[src/rtl/pdm_pkg.sv]
// Shared PDM definitions: CIC order, default sample width, width and scaling helpers.
`timescale 1ns/1ps
package pdm_pkg;

  localparam int CIC_ORDER = 3;
  localparam int PDM_NBITS = 16;

  function automatic int cic_width(input int order, input int decim_log2);
    return order * decim_log2 + 1;
  endfunction

  // Drop the sh LSBs of an unsigned comb result and clamp to nbits-wide full scale.
  function automatic logic [63:0] sat_shift(input logic [63:0] c, input int sh, input int nbits);
    logic [63:0] y;
    logic [63:0] full;
    y    = c >> sh;
    full = (64'd1 << nbits) - 64'd1;
    return (y > full) ? full : y;
  endfunction

endpackage

[src/rtl/pdm_demod_cic_integrator.sv]
// One CIC integrator: modulo-2^W accumulator that advances only when enabled.
`timescale 1ns/1ps
module cic_integrator
  import pdm_pkg::*;
#(
  parameter int W = cic_width(CIC_ORDER, 6)
) (
  input  logic         clk,
  input  logic         rst,
  input  logic         en,
  input  logic [W-1:0] add,
  output logic [W-1:0] acc,
  output logic [W-1:0] acc_next
);

  // Wrap-around is part of CIC arithmetic; the combs undo it.
  assign acc_next = acc + add;

  always_ff @(posedge clk) begin
    if (rst) begin
      acc <= '0;
    end else if (en) begin
      acc <= acc_next;
    end
  end

endmodule

[src/rtl/pdm_demod.sv]
// PDM to PCM demodulator: 3rd-order CIC decimator by 2^DECIM_LOG2, scaled and saturated.
// Optional build macro PDM_DEMOD_SETTLE_EN suppresses the two warm-up output strobes.
`timescale 1ns/1ps
module pdm_demod
  import pdm_pkg::*;
#(
  parameter int NBITS      = PDM_NBITS,
  parameter int DECIM_LOG2 = 6
) (
  input  logic             clk,
  input  logic             rst,
  input  logic             din,
  input  logic             din_en,
  output logic [NBITS-1:0] dout,
  output logic             dout_valid
);

  localparam int W  = cic_width(CIC_ORDER, DECIM_LOG2);
  localparam int SH = CIC_ORDER * DECIM_LOG2 - NBITS;

  if (CIC_ORDER * DECIM_LOG2 < NBITS) begin : g_bad_cfg
    $error("pdm_demod: 3*DECIM_LOG2 must be >= NBITS");
  end

  logic [W-1:0]          din_ext;
  logic [W-1:0]          i1, i2, i3;
  logic [W-1:0]          i1_next, i2_next, i3_next;
  logic [DECIM_LOG2-1:0] bit_cnt;
  logic                  tick_p0;

  assign din_ext = {{(W-1){1'b0}}, din};

  cic_integrator #(.W(W)) u_int1 (
    .clk(clk), .rst(rst), .en(din_en), .add(din_ext), .acc(i1), .acc_next(i1_next)
  );
  cic_integrator #(.W(W)) u_int2 (
    .clk(clk), .rst(rst), .en(din_en), .add(i1_next), .acc(i2), .acc_next(i2_next)
  );
  cic_integrator #(.W(W)) u_int3 (
    .clk(clk), .rst(rst), .en(din_en), .add(i2_next), .acc(i3), .acc_next(i3_next)
  );

  // Stage p0: the tick flag marks the edge that accepted the last bit of a window.
  always_ff @(posedge clk) begin
    if (rst) begin
      bit_cnt <= '0;
      tick_p0 <= 1'b0;
    end else begin
      tick_p0 <= din_en && (&bit_cnt);
      if (din_en) begin
        bit_cnt <= bit_cnt + DECIM_LOG2'(1);
      end
    end
  end

  logic signed [W-1:0] x_p1, x_prev;
  logic signed [W-1:0] c1_p2, c1_prev;
  logic signed [W-1:0] c2_p3, c2_prev;
  logic signed [W-1:0] c3_p4;
  logic                vld_p1, vld_p2, vld_p3, vld_p4;

  // Stages p1..p4: capture I3, then three combs; each delay register moves only with its own valid.
  always_ff @(posedge clk) begin
    if (rst) begin
      vld_p1  <= 1'b0;
      vld_p2  <= 1'b0;
      vld_p3  <= 1'b0;
      vld_p4  <= 1'b0;
      x_p1    <= '0;
      x_prev  <= '0;
      c1_p2   <= '0;
      c1_prev <= '0;
      c2_p3   <= '0;
      c2_prev <= '0;
      c3_p4   <= '0;
    end else begin
      vld_p1 <= tick_p0;
      vld_p2 <= vld_p1;
      vld_p3 <= vld_p2;
      vld_p4 <= vld_p3;
      if (tick_p0) begin
        x_p1 <= $signed(i3);
      end
      if (vld_p1) begin
        c1_p2  <= x_p1 - x_prev;
        x_prev <= x_p1;
      end
      if (vld_p2) begin
        c2_p3   <= c1_p2 - c1_prev;
        c1_prev <= c1_p2;
      end
      if (vld_p3) begin
        c3_p4   <= c2_p3 - c2_prev;
        c2_prev <= c2_p3;
      end
    end
  end

  // The comb result is non-negative in true arithmetic, so reading it unsigned is exact.
  logic [63:0] scaled;
  assign scaled = sat_shift(64'($unsigned(c3_p4)), SH, NBITS);

  // Stage p5: output register and strobe.
`ifdef PDM_DEMOD_SETTLE_EN
  logic [1:0] settle_cnt;

  always_ff @(posedge clk) begin
    if (rst) begin
      settle_cnt <= 2'd0;
      dout       <= '0;
      dout_valid <= 1'b0;
    end else begin
      dout_valid <= 1'b0;
      if (vld_p4) begin
        if (settle_cnt == 2'd2) begin
          dout       <= scaled[NBITS-1:0];
          dout_valid <= 1'b1;
        end else begin
          settle_cnt <= settle_cnt + 2'd1;
        end
      end
    end
  end
`else
  always_ff @(posedge clk) begin
    if (rst) begin
      dout       <= '0;
      dout_valid <= 1'b0;
    end else begin
      dout_valid <= vld_p4;
      if (vld_p4) begin
        dout <= scaled[NBITS-1:0];
      end
    end
  end
`endif

  // Registered I1/I2, the last next-value and the scaler's headroom bits have no consumer.
  logic unused_ok;
  assign unused_ok = &{1'b0, i1, i2, i3_next, scaled[63:NBITS]};

endmodule

[config.mk]
export PLATFORM = sky130hd
export DESIGN_NAME = pdm_demod
export DESIGN_NICKNAME = d
export VERILOG_FILES = /design/src/rtl/pdm_pkg.sv /design/src/rtl/pdm_demod_cic_integrator.sv /design/src/rtl/pdm_demod.sv
export SDC_FILE = /design/constraint.sdc
export NUM_CORES = 1
export LEC_CHECK = 0
export ABC_AREA = 1
export CORE_AREA = 2 2 164 182
export CTS_BUF_LIST = sky130_fd_sc_hd__clkbuf_16
export DETAILED_ROUTE_END_ITERATION = 12
export DIE_AREA = 0 0 166 184
export DONT_BUFFER_PORTS = 1
export PLACE_DENSITY = 0.62
export SLEW_MARGIN = 20
export SYNTH_ARGS = -nofsm -noshare
export SYNTH_HDL_FRONTEND = slang
export SYNTH_SLANG_ARGS = --single-unit
[constraint.sdc]
create_clock -name clk -period 5.5 [get_ports clk]
set_clock_uncertainty 0.1 [all_clocks]
set_input_delay 1.65 -clock clk [delete_from_list [all_inputs] [get_ports clk]]
set_output_delay 1.65 -clock clk [all_outputs]
set_load 0.01 [all_outputs]
==> flow_metrics.tcl, run 1 <==
set metrics [dict create \
    slew_viol_final 0 \
    ant_nets 0 \
    first_global_vias 10500 \
    number_of_buffers_added_by_the_clock_tree_synthesis_step 25 \
    globalRouteOverflowTotal 0 \
    grt_pass1_wl_um 51300 \
    route.detailed.wl_per_inst_um 13.8 \
    ios 21 \
    synthArstFlopShare_pct 0 \
    tightest_slew_ns 0.881 \
    postRouteWirelength_um 30500 \
    initial_antenna_violation_count 0 \
    grt_setup_unrepaired "no" \
    coreArea_um2 28500 \
    placed_instances 2175 \
    status "finished clean" \
    die_height_um 184 \
    criticalPathCategory "in -> reg" \
    area_growth_syn_to_fin_pct 9.77 \
    postSynthRegisterBits 216 \
    synth_nets 1959 \
    dpl.hpwl_um 22400 \
    cts_tree "yes" \
    timing.critical_path.from_type "primary input" \
    avg_inst_size_synth_um2 6.90 \
    synth_cells 1853 \
    synthTopCellsByArea "dfxtp_1 34%, ha_1 9.6%, inv_1 8.2%" \
    report.final.setup_viol 0 \
    vias 11300 \
    post_route_cells_drive_above_1_share_pct 4.70 \
    synth_largest_area_cell "dfxtp_1" \
    total_grt_usage_pct 19.9 \
    n_antenna_cell 0 \
    final-instance-count-excl-fill 2220 \
    finalWorstPathRequiredPeriod_ns 4.92 \
    fin_crit_sh_pct 89.5 \
    post_placement_setup_slack_ns 0.0265 \
    die-area_um2 30500 \
    critPathRequiredTime_ns 5.82 \
    detail_route.drc_violations 0 \
    synthFlopType "dfxtp_1" \
    fin_setup_tns_ns 0 \
    synth_seq_area_share_pct 33.8 \
    yosys_warnings 0 \
    synth.lib_cells_used.distinct 48 \
    gp_congestion 0.898 \
    numClockSinks 216 \
    synth_most_common_cell "inv_1" \
    endpoint_arrival_time_on_the_critical_path_ns 5.24 \
    reg2reg_slack_ns 1.32 \
    final-hold-violation-count 0 \
    max_ir_drop_vdd_mv 0.272 \
    first_pass_iters 5 \
    drt_iter0_drc 543 \
    std_cell_rows 65 \
    clock_slew_seen_by_the_registers_of_the_worst_setup_and_hold_paths_ns 0.06 \
    worst_slack_ns 0.578 \
    synth_common_cells "279 x inv_1, 268 x nor2_1, 243 x nand2_1, 216 x dfxtp_1, 209 x o21ai_0" \
    placement.io_buffers 0 \
    synth_enable_flop_cells 0 \
    yosys.area.top_type_share_pct 33.8 \
    hold-worst-slack_ns 0.358 \
    postCtsHoldBufs 0 \
    crit_path_capture_type "flop" \
    drv.max_cap_violation_count 0 \
    fmaxAchievable_ghz 0.203 \
    clock_tree.buffer_depth 3 \
    dieWidth_um 166 \
    vias_per_cell 5.08 \
    worst_skew_pair.late_latency_ns 0.52 \
    clock_tree.root_cell "clkbuf_16" \
    leakagePower_uw 0.00712 \
    initial_utilization_pct 44.8 \
    syn-cell-area_um2 12800 \
    cts.htree.levels 1 \
    crit_path_max_fanout 4 \
    fin_nets 1940 \
    grt_max_degree 80 \
    cellPowerDensity_nw_per_um2 280 \
    classification_of_the_worst_slack_hold_path "reg -> reg" \
    relative_max_transition_margin_pct 41.2 \
]
kinds of logic (layout without fill, tap and decap cells):
family | Yosys count | in the layout | synth area share, %
and+or+nand+nor | 654 | 654 | 21.5
AOI/OAI and AO/OA | 461 | 461 | 19.3
buffers and inverters | 348 | 347 | 10.2
DFF | 216 | 216 | 33.8
adders and majority gates | 102 | 102 | 10.2
xor gates and xnor gates | 72 | 72 | 4.93
report_power, final:
| group | internal, µW | switching, µW |
|---|---|---|
| registers | 1610 | 45.2 |
| clock network | 1110 | 675 |
| logic | 186 | 305 |
| total | 2910 | 1030 |
critical path, cell delays in order:
cell and delay, ns:
ha_1 0.14, nand2_1 0.08, inv_2 0.06, nand2_1 0.08, nor2_2 0.12, nand3_1 0.09
nand3b_1 0.20, xor2_1 0.19, inv_1 0.10, ha_1 0.31, nand2_1 0.09, nor2_1 0.14
nand3_1 0.11, nand3_1 0.14, nand2_1 0.06, nand2_1 0.09, xor2_1 0.20, inv_1 0.07
ha_1 0.33, buf_4 0.17, nand2_1 0.10, nor2_1 0.07, a211oi_1 0.25, nand2_1 0.11
a21oi_1 0.12, o21ai_1 0.08, nand2_1 0.06, inv_1 0.03
registers in the layout, indices dropped and copies added, names as in the netlist, 6 cells and up:
register	cells
u_int3.acc	19
c1_prev	19
c2_prev	19
dout	16
x_prev	19
c2_p3	19
x_p1	19
c3_p4	17
u_int1.acc	19
u_int2.acc	19
bit_cnt	6
c1_p2	19
metal layers:
metal / global-route usage, % / part of all wire (%)
met5: 0 / 0
met3: 1.98 / 3.2
met2: 36.8 / 49
met4: 4.63 / 1.8
met1: 24.9 / 46
repair_timing:
item | CTS | global route
setup endpoints to repair | 0 | 1
setup buffers | 0 | 0
resized for setup | 0 | 2
layout by cell type (no fill, tap or decap), types with 8 or more instances in the layout:
master / Yosys / layout
buf_4: 1 / 18
o21ai_0: 209 / 209
a21oi_1: 176 / 176
dfxtp_1: 216 / 216
o211ai_1: 8 / 8
xor2_1: 57 / 57
ha_1: 98 / 98
o21ai_1: 13 / 13
o21bai_1: 9 / 9
nand2_1: 243 / 243
nand3_1: 72 / 72
a21o_1: 13 / 13
xnor2_1: 15 / 15
nor3_1: 26 / 26
nand2_2: 9 / 9
nor2_1: 268 / 268
a31oi_1: 9 / 8
inv_1: 279 / 281
nand4_1: 17 / 17
clkbuf_16: 0 / 25
cell type report:
cell class | count | area [µm²]
repair buffers | 18 | 135
well taps | 368 | 460
multi-input cells | 1289 | 7160
clock buffers | 25 | 626
flip-flops and latches | 216 | 4320
fillers | 2872 | 14500
clock inverters | 20 | 259
inverters | 284 | 1070
final timing paths:
| path | from | endpoint | depth (start not counted) |
|---|---|---|---|
| setup / recovery | din | u_int3.acc[16]$_SDFFE_PP0P_ | 28 |
| hold / removal | x_prev[13]$_SDFFE_PP0P_ | x_prev[13]$_SDFFE_PP0P_ | 2 |
| setup reg to reg | u_int1.acc[0]$_SDFFE_PP0P_ | u_int3.acc[16]$_SDFFE_PP0P_ | 28 |
| hold reg to reg | x_prev[13]$_SDFFE_PP0P_ | x_prev[13]$_SDFFE_PP0P_ | 2 |
metrics by stage:
step	area, µm²	total power, µW	utilization [%]
2_1_floorplan	12800	2060	-
3_3_place_gp	13100	2180	46.0
3_5_place_dp	13100	2180	46.0
4_1_cts	14000	3970	49.1
5_1_grt	14000	4120	49.2
6_report	14000	3930	49.2
Power figures use the tool's default switching activity.
==> run 2, diff against run 1 <==
--- a/config.mk
+++ b/config.mk
@@ -6,13 +6,15 @@
 export NUM_CORES = 1
 export LEC_CHECK = 0
 export ABC_AREA = 1
-export CORE_AREA = 2 2 164 182
+export CAP_MARGIN = 40
+export CORE_AREA = 2 2 173 192
 export CTS_BUF_LIST = sky130_fd_sc_hd__clkbuf_16
 export DETAILED_ROUTE_END_ITERATION = 12
-export DIE_AREA = 0 0 166 184
+export DIE_AREA = 0 0 175 194
 export DONT_BUFFER_PORTS = 1
 export PLACE_DENSITY = 0.62
 export SLEW_MARGIN = 20
 export SYNTH_ARGS = -nofsm -noshare
 export SYNTH_HDL_FRONTEND = slang
+export SYNTH_HIERARCHICAL = 1
 export SYNTH_SLANG_ARGS = --single-unit
==> run 2 against run 1 <==
Effect of this change: routed wire length is 7.1% higher; critical path type unchanged; flip-flop and latch count stayed put; critical path depth is 3 higher; sequential share of layout area is 2.8 points lower; largest cell class unchanged; first-iteration DRC count is 13% higher; utilization is 0.99 points lower; synthesized cell count is 18% higher; worst hold slack worse by 0.0044 ns; clock power hardly changed.
==> flow_metrics.tcl, run 2 <==
set metrics [dict create \
    area_growth_syn_to_fin_pct 8.54 \
    grt_max_degree 105 \
    clock_tree.buffer_depth 3 \
    post_route_cells_drive_above_1_share_pct 5.36 \
    final-hold-violation-count 0 \
    numClockSinks 216 \
    cellPowerDensity_nw_per_um2 357 \
    timing.critical_path.from_type "primary input" \
    crit_buf_inv 5 \
    coreArea_um2 32000 \
    dpl.hpwl_um 24300 \
    dieWidth_um 175 \
    cts_tree "yes" \
    detail_route.drc_violations 0 \
    family_of_cells_with_the_greatest_summed_delay_on_the_critical_path "simple AND/OR/NAND/NOR gates" \
    grt_setup_unrepaired "no" \
    worst_slack_ns 0.575 \
    die_height_um 194 \
    tightest_slew_ns 0.764 \
    clock_slew_seen_by_the_registers_of_the_worst_setup_and_hold_paths_ns 0.06 \
    n_antenna_cell 0 \
    ant_nets 0 \
    postCtsHoldBufs 0 \
    grt_pass1_wl_um 56000 \
    fin_crit_sh_pct 89.5 \
    classification_of_the_worst_slack_hold_path "reg -> reg" \
    post_cts.resized_instances 0 \
    avg_inst_size_synth_um2 6.49 \
    crit_path_capture_type "flop" \
    ios 21 \
    mostFrequentLayoutCells "444 x nand2_1, 344 x inv_1, 328 x nor2_1, 215 x dfxtp_1, 202 x a21oi_1" \
    whs_path_depth 2 \
    cts.htree.levels 1 \
    vias 12900 \
    finalWorstPathRequiredPeriod_ns 4.93 \
    endpoint_arrival_time_on_the_critical_path_ns 5.25 \
    drv.max_cap_violation_count 0 \
    leakagePower_uw 0.00811 \
    total_grt_usage_pct 19.2 \
    first_global_vias 12200 \
    die-area_um2 34000 \
    worst-path-stages 31 \
    globalRouteOverflowTotal 0 \
    max_ir_drop_vdd_mv 0.218 \
    placement.io_buffers 0 \
    cts.repair_timing.setup_buffer_count 0 \
    number_of_buffers_added_by_the_clock_tree_synthesis_step 26 \
    route.detailed.wl_per_inst_um 12.4 \
    report.final.setup_viol 0 \
    slowest_delay_ns 0.40 \
    gp_congestion 0.863 \
    yosys_warnings 6 \
    synth_cells 2190 \
    std_cell_rows 69 \
    post_placement_setup_slack_ns 0.0367 \
    criticalPathCategory "in -> reg" \
    initial_utilization_pct 44.4 \
    syn-cell-area_um2 14200 \
    first_pass_iters 5 \
    reg2reg_depth 31 \
    slew_viol_final 0 \
    critPathRequiredTime_ns 5.82 \
    clock_tree.root_cell "clkbuf_16" \
    fmaxAchievable_ghz 0.203 \
    fin_nets 2300 \
    fin_setup_tns_ns 0 \
    postRouteWirelength_um 32700 \
    status "finished clean" \
    initial_antenna_violation_count 0 \
    worst_skew_pair.late_latency_ns 0.53 \
    vias_per_cell 4.89 \
    final_common_cell "nand2_1" \
    drt_iter0_drc 616 \
    relative_max_transition_margin_pct 49.0 \
    critPathMostFrequentCell "nand2_1" \
    crit_path_max_fanout 5 \
    cp_slowest_cell "fa_1" \
]
## run 2: tightest hold or removal path, stage by stage (launching register included)
cell and delay (ns):
dfxtp_1 0.30, inv_1 0.06, a21oi_1 0.06
## run 2: power by group
group          switching (µW)  leakage, µW  internal (µW)  total [µW]
registers                82.3      0.00175           1660        1750
clock network             708     0.000425           1040        1750
logic                    1290      0.00593            735        2020
## run 2: layer usage
metal | GRT usage [%] | up-vias | part of all wire, %
li1 | - | 6934 | -
met3 | 1.96 | 55 | 2.5
met5 | 0 | - | 0
met4 | 5.56 | 0 | 2.6
met2 | 35.6 | 130 | 48
met1 | 23.4 | 5745 | 47
## run 2: area by class of cell
class / instances / area [µm²]
Timing Repair Buffer: 8 / 60.1
Clock buffer: 27 / 676
Clock inverter: 20 / 199
Tap cell: 426 / 533
Multi-Input combinational cell: 1583 / 8330
Sequential cell: 216 / 4330
Inverter: 348 / 1310
Fill cell: 3350 / 16600
## run 2: path summary, 6_finish.rpt
path	from	end	slack [ns]
max	din	u_int3/acc[18]$_SDFFE_PP0P_	0.57
min	c3_p4[2]$_SDFFE_PP0P_	dout[0]$_SDFFE_PP0P_	0.35
max reg2reg	u_int1/acc[0]$_SDFFE_PP0P_	u_int3/acc[18]$_SDFFE_PP0P_	1.34
min reg2reg	c3_p4[2]$_SDFFE_PP0P_	dout[0]$_SDFFE_PP0P_	0.35
## run 2: through the flow
step           std cells  area (µm²)  hold WS [ns]  power [µW]  util, %
2_1_floorplan       2208       14300         0.329        3400        -
3_3_place_gp        2580       14500         0.343        3770     45.4
3_5_place_dp        2580       14500         0.348        3800     45.4
4_1_cts             2627       15400         0.358        5570     48.2
5_1_grt             2628       15400         0.373        5940     48.2
6_report            2628       15400         0.353        5520     48.2
==> run 3, diff against run 2 <==
--- a/config.mk
+++ b/config.mk
@@ -13,6 +13,9 @@
 export DIE_AREA = 0 0 175 194
 export DONT_BUFFER_PORTS = 1
 export PLACE_DENSITY = 0.62
+export RECOVER_POWER = 25
+export SETUP_SLACK_MARGIN = 0.3
+export SKIP_CTS_REPAIR_TIMING = 1
 export SLEW_MARGIN = 20
 export SYNTH_ARGS = -nofsm -noshare
 export SYNTH_HDL_FRONTEND = slang
==> run 3 against run 2 <==
Effect of this change: the flow now finishes with violations (capacitance limit, slew limit); utilization rose by 0.12 points; first-iteration DRC count did not move; die area did not move; worst hold slack barely moved; clock power barely moved; global-route usage did not move; total power rose by 0.71%; sequential share of layout area fell by 0.076 points; fmax rose by 0.98%; routed wire length rose by 0.16%; design area rose by 0.24%.
==> flow_metrics.tcl, run 3 (same netlist as run 2, synthesis figures left out) <==
set metrics [dict create \
    relative_max_transition_margin_pct -56.8 \
    fmaxAchievable_ghz 0.205 \
    crit_path_capture_type "flop" \
    vias 12900 \
    grt_pass1_wl_um 56000 \
    first_pass_iters 5 \
    grt_setup_unrepaired "no" \
    initial_antenna_violation_count 0 \
    total_routed_wire_length_on_the_met1_layer_um 15200 \
    drt_iter0_drc 616 \
    placement.io_buffers 0 \
    n_antenna_cell 0 \
    mostFrequentLayoutCells "443 x nand2_1, 345 x inv_1, 326 x nor2_1, 216 x dfxtp_1, 197 x a21oi_1" \
    globalRouteOverflowTotal 0 \
    die_height_um 194 \
    std_cell_rows 69 \
    failed_checks "capacitance limit, slew limit" \
    switching_share_pct 37.8 \
    power.share.combinational_pct 37.1 \
    gp_congestion 0.863 \
    fin_crit_sh_pct 88.7 \
    detail_route.drc_violations 0 \
    leakagePower_uw 0.00810 \
    tightest_slew_ns 2.35 \
    coreArea_um2 32000 \
    numClockSinks 216 \
    dpl.hpwl_um 24300 \
    critPathRequiredTime_ns 5.83 \
    report.final.setup_viol 0 \
    ant_nets 0 \
    post_route_cells_drive_above_1_share_pct 5.68 \
    classification_of_the_worst_slack_hold_path "reg -> reg" \
    seq_power_share_pct 31.4 \
    timing.critical_path.from_type "primary input" \
    fin_nets 2300 \
    proportion_of_power_drawn_by_the_clock_network_pct 31.5 \
    grt_max_degree 105 \
    ios 21 \
    cts_tree "yes" \
    worst_skew_pair.late_latency_ns 0.53 \
    met3_wire_length_um 848 \
    status "finished with violations" \
    final-instance-count-excl-fill 2628 \
    fin_setup_tns_ns 0 \
    vias_per_cell 4.91 \
    criticalPathCategory "in -> reg" \
    cts.htree.levels 1 \
    final_common_cell "nand2_1" \
    endpoint_arrival_time_on_the_critical_path_ns 5.21 \
    clock_tree.buffer_depth 3 \
    met2_wirelength_um 15900 \
    area_growth_syn_to_fin_pct 8.80 \
    hold-worst-slack_ns 0.353 \
    route.detailed.wl_per_inst_um 12.5 \
    total_grt_usage_pct 19.2 \
    switchingPower_uw 2100 \
    drv.max_cap_violation_count 2 \
    slew_viol_final 115 \
    dieWidth_um 175 \
    postRouteWirelength_um 32700 \
    top_layer_used "met4" \
    clock_tree.root_cell "clkbuf_16" \
    placed_instances 2580 \
    first_global_vias 12200 \
    max_ir_drop_vdd_mv 0.218 \
    totalPowerFinal_uw 5550 \
    power.internal_uw 3450 \
    die-area_um2 34000 \
    cellPowerDensity_nw_per_um2 359 \
    initial_utilization_pct 44.4 \
    number_of_buffers_added_by_the_clock_tree_synthesis_step 26 \
    final-hold-violation-count 0 \
    crit_path_max_fanout 4 \
    finalWorstPathRequiredPeriod_ns 4.88 \
    clock_slew_seen_by_the_registers_of_the_worst_setup_and_hold_paths_ns 0.06 \
]
run 3: worst max-delay path, cell delays in order:
cell     delay (ns)
ha_1           0.20
inv_1          0.07
fa_1           0.40
inv_1          0.09
nand3_1        0.06
nand3_1        0.11
nand2_1        0.07
nand2_1        0.14
xor2_2         0.18
ha_1           0.30
nand2_2        0.09
inv_1          0.06
a21oi_1        0.17
nand3_2        0.16
xor2_2         0.20
ha_1           0.38
nand2_1        0.14
inv_1          0.06
nand2_1        0.07
nand3_1        0.12
a21oi_1        0.21
nand2_1        0.07
nand2_1        0.06
nand3_1        0.06
nand2_1        0.06
inv_1          0.03
run 3: metrics by stage:
step | cell area, µm² | utilization (%) | setup slack [ns]
after floorplan | 14300 | - | 0.432
after global placement | 14500 | 45.4 | 0.109
after detailed placement | 14500 | 45.4 | 0.0367
after CTS | 15400 | 48.2 | 0.583
after global routing | 15500 | 48.3 | 0.280
final | 15500 | 48.3 | 0.623
run 3: layer usage:
metal / GRT usage, % / vias to the layer above
met5: 0 / -
met4: 5.56 / 0
met3: 1.96 / 57
met2: 35.6 / 143
met1: 23.4 / 5784
li1: - / 6932
run 3: power by group through the flow:
stage               Sequential [µW]  Clock (µW)  Combinational, µW
finish                         1750        1750               2060
global route                   1760        1860               2360
CTS                            1750        1800               2030
detailed placement             1780           0               2020
global placement               1780           0               2000
floorplan                      1750           0               1650
run 3: final cells by class:
| class | instances | area (µm²) |
|---|---|---|
| clock buffer | 27 | 676 |
| timing repair buffer | 8 | 52.6 |
| tap | 426 | 533 |
| clock inverter | 20 | 199 |
| fill | 3356 | 16600 |
| inverter | 348 | 1310 |
| sequential | 216 | 4320 |
| multi-input combinational | 1583 | 8380 |
run 3: final timing paths:
check | endpoint | start | cells past startpoint | slack (ns)
worst max-delay path | u_int3/acc[16]$_SDFFE_PP0P_ | din | 26 | 0.62
worst max register to register | c2_p3[8]$_SDFFE_PP0P_ | vld_p2$_SDFF_PP0_ | 6 | 1.39
worst min-delay path | dout[0]$_SDFFE_PP0P_ | c3_p4[2]$_SDFFE_PP0P_ | 2 | 0.35
worst min register to register | dout[0]$_SDFFE_PP0P_ | c3_p4[2]$_SDFFE_PP0P_ | 2 | 0.35
